===== src/rtl/uart_ctrl.sv =====
// uart_ctrl: bus-mapped controller with TX/RX byte FIFOs in front of a UART core.
// Optional CTRL register and level interrupt are built when UART_CTRL_IRQ_EN is defined.
module uart_ctrl #(
  parameter int unsigned FIFO_DEPTH = 8,
  parameter int unsigned AW         = 4
) (
  input  logic          clk,
  input  logic          rst,
  input  logic          sel,
  input  logic          we,
  input  logic [AW-1:0] addr,
  input  logic [31:0]   wdata,
  output logic [31:0]   rdata,
  output logic          ready,
  output logic          uart_transmit,
  output logic [7:0]    uart_tx_byte,
  input  logic          uart_is_transmitting,
  input  logic          uart_received,
  input  logic [7:0]    uart_rx_byte,
  input  logic          uart_recv_error
`ifdef UART_CTRL_IRQ_EN
  ,
  output logic          irq
`endif
);

  localparam int unsigned IW = $clog2(FIFO_DEPTH);
  localparam int unsigned PW = IW + 1;
  localparam int unsigned RW = AW - 2;

  localparam logic [RW-1:0] REG_DATA   = RW'(0);
  localparam logic [RW-1:0] REG_STATUS = RW'(1);
  localparam logic [RW-1:0] REG_CTRL   = RW'(2);

  typedef enum logic [1:0] {
    S_IDLE,
    S_ISSUE,
    S_WAIT_BUSY,
    S_WAIT_DONE
  } tx_state_t;

  tx_state_t state_q, state_d;

  // Bus decode: a held sel is ignored during the ready cycle.
  logic          acc, wr_acc, rd_acc;
  logic [RW-1:0] reg_idx;
  logic          data_wr, data_rd, status_wr;

  assign acc       = sel & ~ready;
  assign wr_acc    = acc & we;
  assign rd_acc    = acc & ~we;
  assign reg_idx   = addr[AW-1:2];
  assign data_wr   = wr_acc & (reg_idx == REG_DATA);
  assign data_rd   = rd_acc & (reg_idx == REG_DATA);
  assign status_wr = wr_acc & (reg_idx == REG_STATUS);

  // TX FIFO
  logic [7:0]    tx_mem [FIFO_DEPTH];
  logic [PW-1:0] tx_wp, tx_rp;
  logic          tx_empty, tx_full, tx_push, tx_pop, tx_ovf_set, tx_busy;
  logic [7:0]    tx_head;

  assign tx_empty   = (tx_wp == tx_rp);
  assign tx_full    = (tx_wp[PW-1] != tx_rp[PW-1]) && (tx_wp[IW-1:0] == tx_rp[IW-1:0]);
  assign tx_head    = tx_mem[tx_rp[IW-1:0]];
  assign tx_pop     = (state_q == S_ISSUE) && !tx_empty;
  assign tx_push    = data_wr && (!tx_full || tx_pop);
  assign tx_ovf_set = data_wr && tx_full && !tx_pop;
  assign tx_busy    = !tx_empty || (state_q != S_IDLE);

  // RX FIFO
  logic [7:0]    rx_mem [FIFO_DEPTH];
  logic [PW-1:0] rx_wp, rx_rp;
  logic          rx_empty, rx_full, rx_avail, rx_push, rx_pop, rx_ovr_set;
  logic [7:0]    rx_head;

  assign rx_empty   = (rx_wp == rx_rp);
  assign rx_full    = (rx_wp[PW-1] != rx_rp[PW-1]) && (rx_wp[IW-1:0] == rx_rp[IW-1:0]);
  assign rx_avail   = !rx_empty;
  assign rx_head    = rx_mem[rx_rp[IW-1:0]];
  assign rx_pop     = data_rd && !rx_empty;
  assign rx_push    = uart_received && (!rx_full || rx_pop);
  assign rx_ovr_set = uart_received && rx_full && !rx_pop;

  logic rx_ovr, rx_err, tx_ovf;

`ifdef UART_CTRL_IRQ_EN
  logic [2:0] ctrl_q;
  logic       ctrl_wr;

  assign ctrl_wr = wr_acc & (reg_idx == REG_CTRL);
`endif

  // Read mux, sampled into rdata on the accepting cycle
  logic [31:0] rd_val;

  always_comb begin
    rd_val = 32'h0;
    case (reg_idx)
      REG_DATA:   rd_val = rx_empty ? 32'h0 : {24'h0, rx_head};
      REG_STATUS: rd_val = {24'h0, tx_busy, tx_ovf, rx_err, rx_ovr,
                            rx_full, rx_avail, tx_empty, tx_full};
`ifdef UART_CTRL_IRQ_EN
      REG_CTRL:   rd_val = {29'h0, ctrl_q};
`else
      REG_CTRL:   rd_val = 32'h0;
`endif
      default:    rd_val = 32'h0;
    endcase
  end

  // TX FSM state register
  always_ff @(posedge clk) begin
    if (rst) state_q <= S_IDLE;
    else     state_q <= state_d;
  end

  // TX FSM next state
  always_comb begin
    state_d = state_q;
    case (state_q)
      S_IDLE:      if (!tx_empty && !uart_is_transmitting) state_d = S_ISSUE;
      S_ISSUE:     state_d = S_WAIT_BUSY;
      S_WAIT_BUSY: if (uart_is_transmitting) state_d = S_WAIT_DONE;
      S_WAIT_DONE: if (!uart_is_transmitting) state_d = S_IDLE;
      default:     state_d = S_IDLE;
    endcase
  end

  // Registered bus response, pointers, sticky flags and UART strobe
  always_ff @(posedge clk) begin
    if (rst) begin
      ready         <= 1'b0;
      rdata         <= 32'h0;
      tx_wp         <= '0;
      tx_rp         <= '0;
      rx_wp         <= '0;
      rx_rp         <= '0;
      rx_ovr        <= 1'b0;
      rx_err        <= 1'b0;
      tx_ovf        <= 1'b0;
      uart_transmit <= 1'b0;
      uart_tx_byte  <= 8'h00;
    end else begin
      ready <= acc;
      rdata <= rd_acc ? rd_val : 32'h0;
      if (tx_push) tx_wp <= tx_wp + PW'(1);
      if (tx_pop)  tx_rp <= tx_rp + PW'(1);
      if (rx_push) rx_wp <= rx_wp + PW'(1);
      if (rx_pop)  rx_rp <= rx_rp + PW'(1);
      // A set in the same cycle as a write-1-to-clear keeps the bit set
      rx_ovr <= (rx_ovr & ~(status_wr & wdata[4])) | rx_ovr_set;
      rx_err <= (rx_err & ~(status_wr & wdata[5])) | uart_recv_error;
      tx_ovf <= (tx_ovf & ~(status_wr & wdata[6])) | tx_ovf_set;
      // Head is stable while entering ISSUE since only ISSUE pops
      uart_transmit <= (state_d == S_ISSUE);
      uart_tx_byte  <= (state_d == S_ISSUE) ? tx_head : 8'h00;
    end
  end

  // FIFO storage needs no reset; pointers define validity
  always_ff @(posedge clk) begin
    if (tx_push) tx_mem[tx_wp[IW-1:0]] <= wdata[7:0];
    if (rx_push) rx_mem[rx_wp[IW-1:0]] <= uart_rx_byte;
  end

`ifdef UART_CTRL_IRQ_EN
  // CTRL: [0] rx_ie, [1] tx_ie, [2] err_ie
  always_ff @(posedge clk) begin
    if (rst) begin
      ctrl_q <= 3'b000;
      irq    <= 1'b0;
    end else begin
      if (ctrl_wr) ctrl_q <= wdata[2:0];
      irq <= (ctrl_q[0] & rx_avail) |
             (ctrl_q[1] & tx_empty & ~tx_busy) |
             (ctrl_q[2] & (rx_ovr | rx_err | tx_ovf));
    end
  end
`endif

  logic unused_bits;
  assign unused_bits = ^{addr[1:0], wdata[31:8]};

endmodule


===== config.mk =====
export PLATFORM = sky130hd
export DESIGN_NAME = uart_ctrl
export DESIGN_NICKNAME = d
export VERILOG_FILES = /design/src/rtl/uart_ctrl.sv
export SDC_FILE = /design/constraint.sdc
export NUM_CORES = 1
export LEC_CHECK = 0
export CORE_MARGIN = 4
export CORE_UTILIZATION = 55
export CTS_CLUSTER_SIZE = 8
export DETAILED_ROUTE_END_ITERATION = 6
export HOLD_SLACK_MARGIN = 0.05
export PLACE_DENSITY = 0.8
export SLEW_MARGIN = 20
export SYNTH_ARGS = -nofsm -noshare
export SYNTH_HDL_FRONTEND = slang
export SYNTH_SLANG_ARGS = --single-unit

===== constraint.sdc =====
create_clock -name clk -period 3.25 [get_ports clk]
set_clock_uncertainty 0.2 [all_clocks]
set_input_delay 0.4875 -clock clk [delete_from_list [all_inputs] [get_ports clk]]
set_output_delay 0.4875 -clock clk [all_outputs]
set_load 0.05 [all_outputs]

Word-level counts from Yosys, hierarchy flattened

Memories as Yosys holds them, arrays and structs flattened. A register that Yosys moved wholly into a read port is not among the register bits.
Cells that the tools add are included.

Input bits: 51
Word-level logic and storage cells: 88
Memory bits (writable): 128
Output and inout bits: 42
Memories kept: 2
Flip-flop bits (word level): 55

Equal/unequal tests: 11
Add/sub/neg operators: 4
Reductions and logical operators: 26
Muxes and demuxes: 12
Bitwise gates (word level): 22

Memory list:

| name   | words | bits a word | read ports | clocked after Yosys merged registers in | wr ports | line | RTL |
|---|---|---|---|---|---|---|---|
| rx_mem | 8     | 8           | 1          | 1                                       | 1        | 72   | `logic [7:0] rx_mem [FIFO_DEPTH];` |
| tx_mem | 8     | 8           | 1          | 1                                       | 1        | 58   | `logic [7:0] tx_mem [FIFO_DEPTH];` |

Operators with widths:

| operator                                             | number |
|---|---|
| adder 4 x 1 -> 4 bit (second input constant)         | 4 |
| one-hot mux 8 bit (2 select lines)                   | 1 |
| bitwise AND 1 bit                                    | 12 |
| logical AND 1 bit                                    | 11 |
| equality test 4 bit                                  | 2 |
| two-way mux 8 bit                                    | 1 |
| one-hot mux 2 bit (4 select lines)                   | 1 |
| zero test 1 bit                                      | 7 |
| inverter 1 bit                                       | 7 |
| equality test 2 x 1 -> 1 bit (second input constant) | 3 |
| equality test 3 bit                                  | 2 |
| two-way mux 2 bit                                    | 3 |
| two-way mux 3 bit                                    | 2 |
| equality test 2 bit (second input constant)          | 2 |
| zero test 2 bit                                      | 2 |
| two-way mux 1 bit                                    | 4 |
| OR reduction 2 bit                                   | 2 |
| logical OR 1 bit                                     | 3 |
| OR 1 bit                                             | 3 |
| inequality test 1 bit                                | 2 |
| nonzero test 2 bit                                   | 1 |

Logic depth before layout (Yosys ltp)

Gate-level depths: netlist (run 1).

Word-level depth: 9
Depth in mapped cells: 6
Gate-level depth less buffers: 4

Worst setup path before layout (run 1)

OpenSTA, ideal clock, no wires.

Kind: register to register
Start: reg ready
End: mem tx_mem[4][0] (enable)
Slack: 0.903 ns
Period minus slack after synthesis: 2.347 ns
Data required time: 2.670 ns
Stages on the path, launching flop included: 5
Setup time: 0.380 ns
Arrival: 1.768 ns
Path buffers: 0
Cell sequence: dfxtp_1 > and3b_1 > nand2_1 > a21oi_4 > nor4b_2

Cells in the longest elaborated chain, start to end: 7

RTL lines:

| item                                    | line | RTL |
|---|---|---|
| start, declared                         | 14   | `output logic ready,` |
| start signal, assigned                  | 133  | `ready <= 1'b0;` |
| start signal, assigned                  | 145  | `ready <= acc;` |
| inverter 1 bit                          | 49   | `assign acc = sel & ~ready;` |
| bitwise AND 1 bit                       | 49   |  |
| bitwise AND 1 bit                       | 50   | `assign wr_acc = acc & we;` |
| bitwise AND 1 bit                       | 53   | `assign data_wr = wr_acc & (reg_idx == REG_DATA);` |
| logical AND 1 bit                       | 67   | `assign tx_push = data_wr && (!tx_full \|\| tx_pop);` |
| two-way mux 1 bit                       | 163  | `if (tx_push) tx_mem[tx_wp[IW-1:0]] <= wdata[7:0];` |
| two-way mux 1 bit (implied by the code) | 163  |  |
| end, declared                           | 58   |  |

Every way passes these cells.

Worst setup path in the final report (run 1)

Start: in sel
End: mem rx_mem[6][5] (enable)

Cells in the longest elaborated chain, start to end: 8

RTL lines:

| item                                    | line | RTL |
|---|---|---|
| start, declared                         | 9    | `input logic sel,` |
| bitwise AND 1 bit                       | 49   |  |
| bitwise AND 1 bit                       | 51   | `assign rd_acc = acc & ~we;` |
| bitwise AND 1 bit                       | 54   | `assign data_rd = rd_acc & (reg_idx == REG_DATA);` |
| logical AND 1 bit                       | 81   | `assign rx_pop = data_rd && !rx_empty;` |
| logical OR 1 bit                        | 82   | `assign rx_push = uart_received && (!rx_full \|\| rx_pop);` |
| logical AND 1 bit                       | 82   |  |
| two-way mux 1 bit                       | 164  | `if (rx_push) rx_mem[rx_wp[IW-1:0]] <= uart_rx_byte;` |
| two-way mux 1 bit (implied by the code) | 164  |  |
| end, declared                           | 72   |  |

Every way passes these cells.

==> results of run 1 <==
## final cells by class
cell class | instances | area, um^2 | area share
Clock inverter | 14 | 98.8 | 0.0123
Clock buffer | 18 | 429 | 0.0534
Inverter | 4 | 15.0 | 0.00187
Timing Repair Buffer | 59 | 561 | 0.0698
Multi-Input combinational cell | 224 | 2040 | 0.253
Sequential cell | 170 | 4680 | 0.583
Tap cell | 168 | 210 | 0.0262
## registers in the layout (all words and copies together), names as in the netlist, named ones only
name	cells
rx_mem	64
tx_mem	64
rdata	8
uart_tx_byte	8
rx_rp	4
rx_wp	4
tx_rp	4
tx_wp	4
state_q	2
ready	1
rx_err	1
rx_ovr	1
tx_ovf	1
uart_transmit	1
## power by group through the flow
stage	Clock [W]	Combinational, W	Sequential [W]
after floorplan	0	0.000178	0.00242
after global placement	0	0.000230	0.00242
after detailed placement	0	0.000236	0.00242
after CTS	0.00183	0.000237	0.00238
after global routing	0.00192	0.000254	0.00238
final	0.00180	0.000238	0.00238
## cells by family after synthesis
logic type / share of synthesized area
AO/OA/AOI/OAI: 0.0378
XOR/XNOR: 0.0125
adder cells (fa/ha/maj): 0.00717
buffers and inverters: 0.0502
flip-flops: 0.671
multiplexers: 0.145
other: 0.000537
AND/OR/NAND/NOR: 0.0761
## synth_stat cells (all sizes together)
cell type  number  share of area
edfxtp        128           0.55
dfxtp          42           0.12
buf            36          0.042
nor2           35          0.019
mux4           32           0.11
mux2i          13          0.019
a21oi          12          0.010
mux2           12          0.019
nand2          12         0.0064
clkbuf         10         0.0056
xnor2           9          0.011
nor2b           8         0.0072
nand3           7         0.0050
and4b           6         0.0086
a22oi           4         0.0043
ha              4         0.0072
inv             4         0.0021
and3            3         0.0027
and3b           3         0.0038
and4            3         0.0038
nand4           3         0.0027
o21ai           3         0.0021
o31ai           3         0.0032
or3             3         0.0027
a211o           2         0.0025
a211oi          2         0.0039
a32oi           2         0.0025
a41oi           2         0.0036
and4bb          2         0.0036
nand2b          2         0.0018
or4             2         0.0021
a21boi          1         0.0016
a22o            1         0.0013
a31o            1         0.0013
and2            1        0.00090
conb            1        0.00054
nor3            1        0.00072
nor3b           1         0.0011
nor4b           1         0.0021
o311ai          1         0.0013
or2             1        0.00090
or3b            1         0.0013
xor2            1         0.0013
## critical path, stage by stage
cell             delay, ps
clkdlybuf4s50_1        500
nor3b_1                300
a21oi_1                190
a21boi_2               350
and4b_1                540
## metrics by stage
stage | util | hold WS [ps] | std cells
final | 0.658 | 300 | 657
after global routing | 0.658 | 333 | 657
after CTS | 0.658 | 294 | 657
after detailed placement | 0.615 | 286 | 625
after global placement | 0.615 | 279 | 625
after floorplan | - | 252 | 444
## cells in the final DEF, fill, tap and decap left out, drive strengths merged, types with 3 or more instances in the layout
| master | instances |
|---|---|
| a21oi | 12 |
| a22oi | 4 |
| and3 | 3 |
| and3b | 3 |
| and4 | 3 |
| and4b | 6 |
| buf | 17 |
| clkbuf | 18 |
| clkdlybuf4s50 | 42 |
| clkinv | 8 |
| clkinvlp | 3 |
| conb | 24 |
| dfxtp | 42 |
| edfxtp | 128 |
| ha | 4 |
| inv | 7 |
| mux2 | 12 |
| mux2i | 13 |
| mux4 | 32 |
| nand2 | 12 |
| nand3 | 7 |
| nand4 | 3 |
| nor2 | 35 |
| nor2b | 8 |
| o21ai | 3 |
| o31ai | 3 |
| or3 | 3 |
| xnor2 | 9 |
## metal layers
| layer | track usage | up-vias |
|---|---|---|
| li1 | - | 1703 |
| met1 | 0.244 | 1840 |
| met2 | 0.306 | 156 |
| met3 | 0.0571 | 17 |
| met4 | 0.0786 | 0 |
| met5 | 0 | - |
## worst max path at each step
stage / from / endpoint / slack (ps) / depth (start not counted)
3_3_place_gp: sel / rx_mem[6][1] / 360 / 5
5_1_grt: sel / rx_mem[4][1] / 630 / 5
4_1_cts: sel / rx_mem[6][5] / 770 / 5
6_report: sel / rx_mem[6][5] / 750 / 5
2_1_floorplan: ready / tx_mem[4][0] / 900 / 4
3_5_place_dp: sel / rx_mem[6][1] / 340 / 5
==> flow_summary.toml, run 1 <==
[placement]
io_buffers = 42
place.gp.congestion = 0.805
post-place-ws_ps = 343
place.detailed.hpwl_um = 8650
place_area_mm2 = 0.00751

[global_route]
grt_max_degree = 31
grt_pass1_wl_um = 20300
grt_pass1_vias = 3748
grt_overflow = 0
grt.total_usage = 0.191
grt_antenna_before_repair = 0

[sta]
rsz0062_at_grt = "no"
clock.fmax_ghz = 0.400
tightest_slew_ps = 801
slew_headroom = 0.465
slew_violations = 0
period_minus_slack_ps = 2500
period_share = 0.768
finalSetupViolCount = 0
finalSetupTns_ps = 0
hold_viol = 0
setup_slack_ps = 753

[layout]
insertedDiodeCount = 0
fin_area_mm2 = 0.00803
drive_gt1_frac = 0.176
fin_nets = 531
fill_cells = 847
area_delta_synth_final_pct = 15.0

[routing]
drt-pass1-iter-count = 5
wl_per_cell_um = 20.1
vias = 3716
wl_met3_um = 942
top_layer_used = "met4"
route.detailed.drc = 0
wl_met1_um = 5480
avgViaCountPerCell = 5.66
ant_nets = 0
drt_wl_total_um = 13200
drt_iter0_drc = 289
met2_length_um = 6510

[cts]
post_cts_resized = 0
cts_buffers = 17
clkSlewWorstSetupHoldPaths_ps = 60
htreeDepth = 4
cts_buffer_depth = 2
cts-root-buf = "clkbuf_16"
clk_latency_ps = 430
clock_sinks = 170
cts_hold_buf = 0
cts_tree = "yes"
postCtsSetupBuffers = 0

[power_and_ir_drop]
totalPowerFinal_w = 0.00442
seq_power_share = 0.538
p_sw_w = 0.00100
clkPwrFrac = 0.408
peakVddDrop_mv = 0.528
total_leakage_power_nw = 2.68
sw_frac_of_total = 0.227
p_per_area_mw_per_mm2 = 550
power.internal_w = 0.00341
p_comb_frac = 0.054

[hold_path]
whs_endpoint = "rx_rp[3]"
min-delay-start = "rx_rp[3]"
holdPathStages = 2
min_path_type = "flip-flop to flip-flop"

[synthesis]
syn-mean-instance-area_um2 = 16.6
post_synth_num_cell_types = 53
synth-seq-cells = 170
netlist_area_mm2 = 0.00698
ys_seq_area_frac = 0.671
synth_cells = 421
ys_warn_count = 0

[critical_path]
required_ps = 3120
startpoint_type = "primary input"
reg2reg_depth = 4
worstReg2RegEnd = "tx_mem[3][3]"
worst-r2r-setup-slack_ps = 850
criticalPathCategory = "primary input to flip-flop"
path_max_fanout = 9
arrival_ps = 2370
crit_path_end_kind = "flip-flop"
r2r-start = "tx_wp[0]"

[floorplan]
rows = 40
ios = 93
die_x_um = 121
core_mm2 = 0.0122
die_h_um = 121
start_util = 0.572
die-area_mm2 = 0.0146

[flow_run]
cap_viol_max_count = 0

[status]
status = "complete, no violations"
(Power assumes the default switching activity.)
==> run 2: changes to the inputs <==
Settings changed: CORE_UTILIZATION 55 to 49, PLACE_DENSITY 0.8 to 0.75.
Clock period 3.25 ns to 2.2 ns, I/O delays scaled along.
==> run 2 against run 1 <==
Clock power rose by 71%. Final area grew 5.3%. Critical endpoint is now ready. Count of clock-buffer cells in the layout increased by 2. Combinational power grew 66%. Largest cell class unchanged. Non-clock buffer count increased by 38. Via count rose by 2.3%. Hold slack better by 14 ps. Flip-flop and latch count unchanged. Critical path type is now flip-flop to output port. Routed wire length rose by 1.4%. Sequential power up 47%. Critical path depth is 4 lower.
==> flow_summary.toml, run 2 (synthesis gave the netlist of run 1 again) <==
[layout]
final_cell_mix = "edfxtp_1, buf_4, dfxtp_1, clkdlybuf4s50_1, nor2_1"
finish.utilization = 0.607
final_common_cell = "edfxtp_1"
area_delta_synth_final_pct = 21.2
fin_area_mm2 = 0.00846
fin_nets = 569
insertedDiodeCount = 0
fill_cells = 991
drive_gt1_frac = 0.233

[global_route]
grt_max_degree = 31
grt.total_usage = 0.174
grt_pass1_wl_um = 21100
grt_pass1_vias = 3831
grt_overflow = 0
grt_antenna_before_repair = 0

[sta]
tightest_slew_ps = 510
slew_violations = 0
finalSetupViolCount = 0
period_share = 0.973
period_minus_slack_ps = 2140
rsz0062_at_grt = "no"
slew_headroom = 0.659
hold_viol = 0
clock.fmax_ghz = 0.467

[hold_path]
min_path_type = "flip-flop to flip-flop"
holdPathStages = 2
whs_endpoint = "rx_err"
min-delay-start = "rx_err"

[floorplan]
die_h_um = 127
ios = 93
die-area_mm2 = 0.0162
start_util = 0.501
rows = 43
die_x_um = 127
core_mm2 = 0.0139

[routing]
vias = 3801
drt_iter0_drc = 269
drt-pass1-iter-count = 5
route.detailed.drc = 0
ant_nets = 0
wl_per_cell_um = 18.9
avgViaCountPerCell = 5.38
drt_wl_total_um = 13400

[critical_path]
slowest_stage = "clkdlybuf4s50_1"
arrival_ps = 1610
criticalPathCategory = "flip-flop to output port"
slowest_delay_ps = 820
reg2reg_depth = 5
cp_num_cells = 1
r2r-start = "tx_wp[2]"
crit_chain = "clkdlybuf4s50_1"
worstReg2RegEnd = "tx_mem[4][6]"
crit_path_end_kind = "output port"
path_max_fanout = 4
required_ps = 1670
startpoint_type = "flip-flop"
path_buf_inv = 1
crit_family = "buffers and inverters"
worst-r2r-setup-slack_ps = 110

[cts]
cts_hold_buf = 0
cts_buffers = 17
cts_buffer_depth = 2
htreeDepth = 4
clkSlewWorstSetupHoldPaths_ps = 70
cts-root-buf = "clkbuf_16"
postCtsSetupBuffers = 0
post_cts_resized = 0
clock_sinks = 170
cts_tree = "yes"
clk_latency_ps = 420

[flow_run]
cap_viol_max_count = 0

[power_and_ir_drop]
total_leakage_power_nw = 2.93
p_per_area_mw_per_mm2 = 824
peakVddDrop_mv = 0.613
totalPowerFinal_w = 0.00697

[placement]
place.detailed.hpwl_um = 9090
place.gp.congestion = 0.781
place_area_mm2 = 0.00785
io_buffers = 42

[status]
status = "complete, no violations"
## run 2: worst reg2reg max path, delay by kind of cell, from the launching register on
| kind | cells | cell delay [ps] |
|---|---|---|
| compound gates | 1 | 260 |
| buf+inv | 1 | 210 |
| xor+xnor | 1 | 150 |
| simple gates | 2 | 550 |
| flops | 1 | 430 |
## run 2: cell type report
| cell class | count | area [um^2] | area share |
|---|---|---|---|
| clock inverter | 12 | 173 | 0.0204 |
| sequential | 170 | 4680 | 0.554 |
| timing repair buffer | 97 | 883 | 0.104 |
| multi-input combinational | 224 | 2040 | 0.242 |
| inverter | 4 | 15.0 | 0.00177 |
| tap | 180 | 225 | 0.0266 |
| clock buffer | 20 | 437 | 0.0516 |
## run 2: worst max-delay path by stage
| stage | end | slack [ps] | start |
|---|---|---|---|
| after global placement | rx_mem[6][5] | -270 | sel |
| after CTS | ready | 30 | ready |
| final | ready | 60 | ready |
| after detailed placement | rx_mem[6][5] | -280 | sel |
| after floorplan | tx_mem[4][0] | 30 | ready |
| after global routing | ready | 10 | ready |
## run 2: through the flow
stage | setup TNS (ps) | worst slack [ps] | cells | hold slack (ps)
2_1_floorplan | 0 | 28.9 | 444 | 229
3_5_place_dp | -28900 | -282 | 675 | 303
4_1_cts | 0 | 29.2 | 707 | 320
6_report | 0 | 60.5 | 707 | 314
5_1_grt | 0 | 12.2 | 707 | 358
3_3_place_gp | -27320 | -271 | 675 | 282
## run 2: where the power goes
part	internal (W)	total, W	switching (W)	leakage [nW]
Sequential	0.00349	0.00350	0.0000153	1.50
Clock	0.00190	0.00307	0.00118	0.294
Combinational	0.000143	0.000394	0.000251	1.14
Total	0.00553	0.00697	0.00144	2.93
## run 2: routing by layer
layer	routed length (um)	global-route usage	share of wire	up-vias
met5	0	0	0	-
met4	209	0.0707	0.016	0
met3	575	0.0401	0.043	19
met2	6990	0.297	0.52	121
met1	5600	0.216	0.42	1889
li1	-	-	-	1772
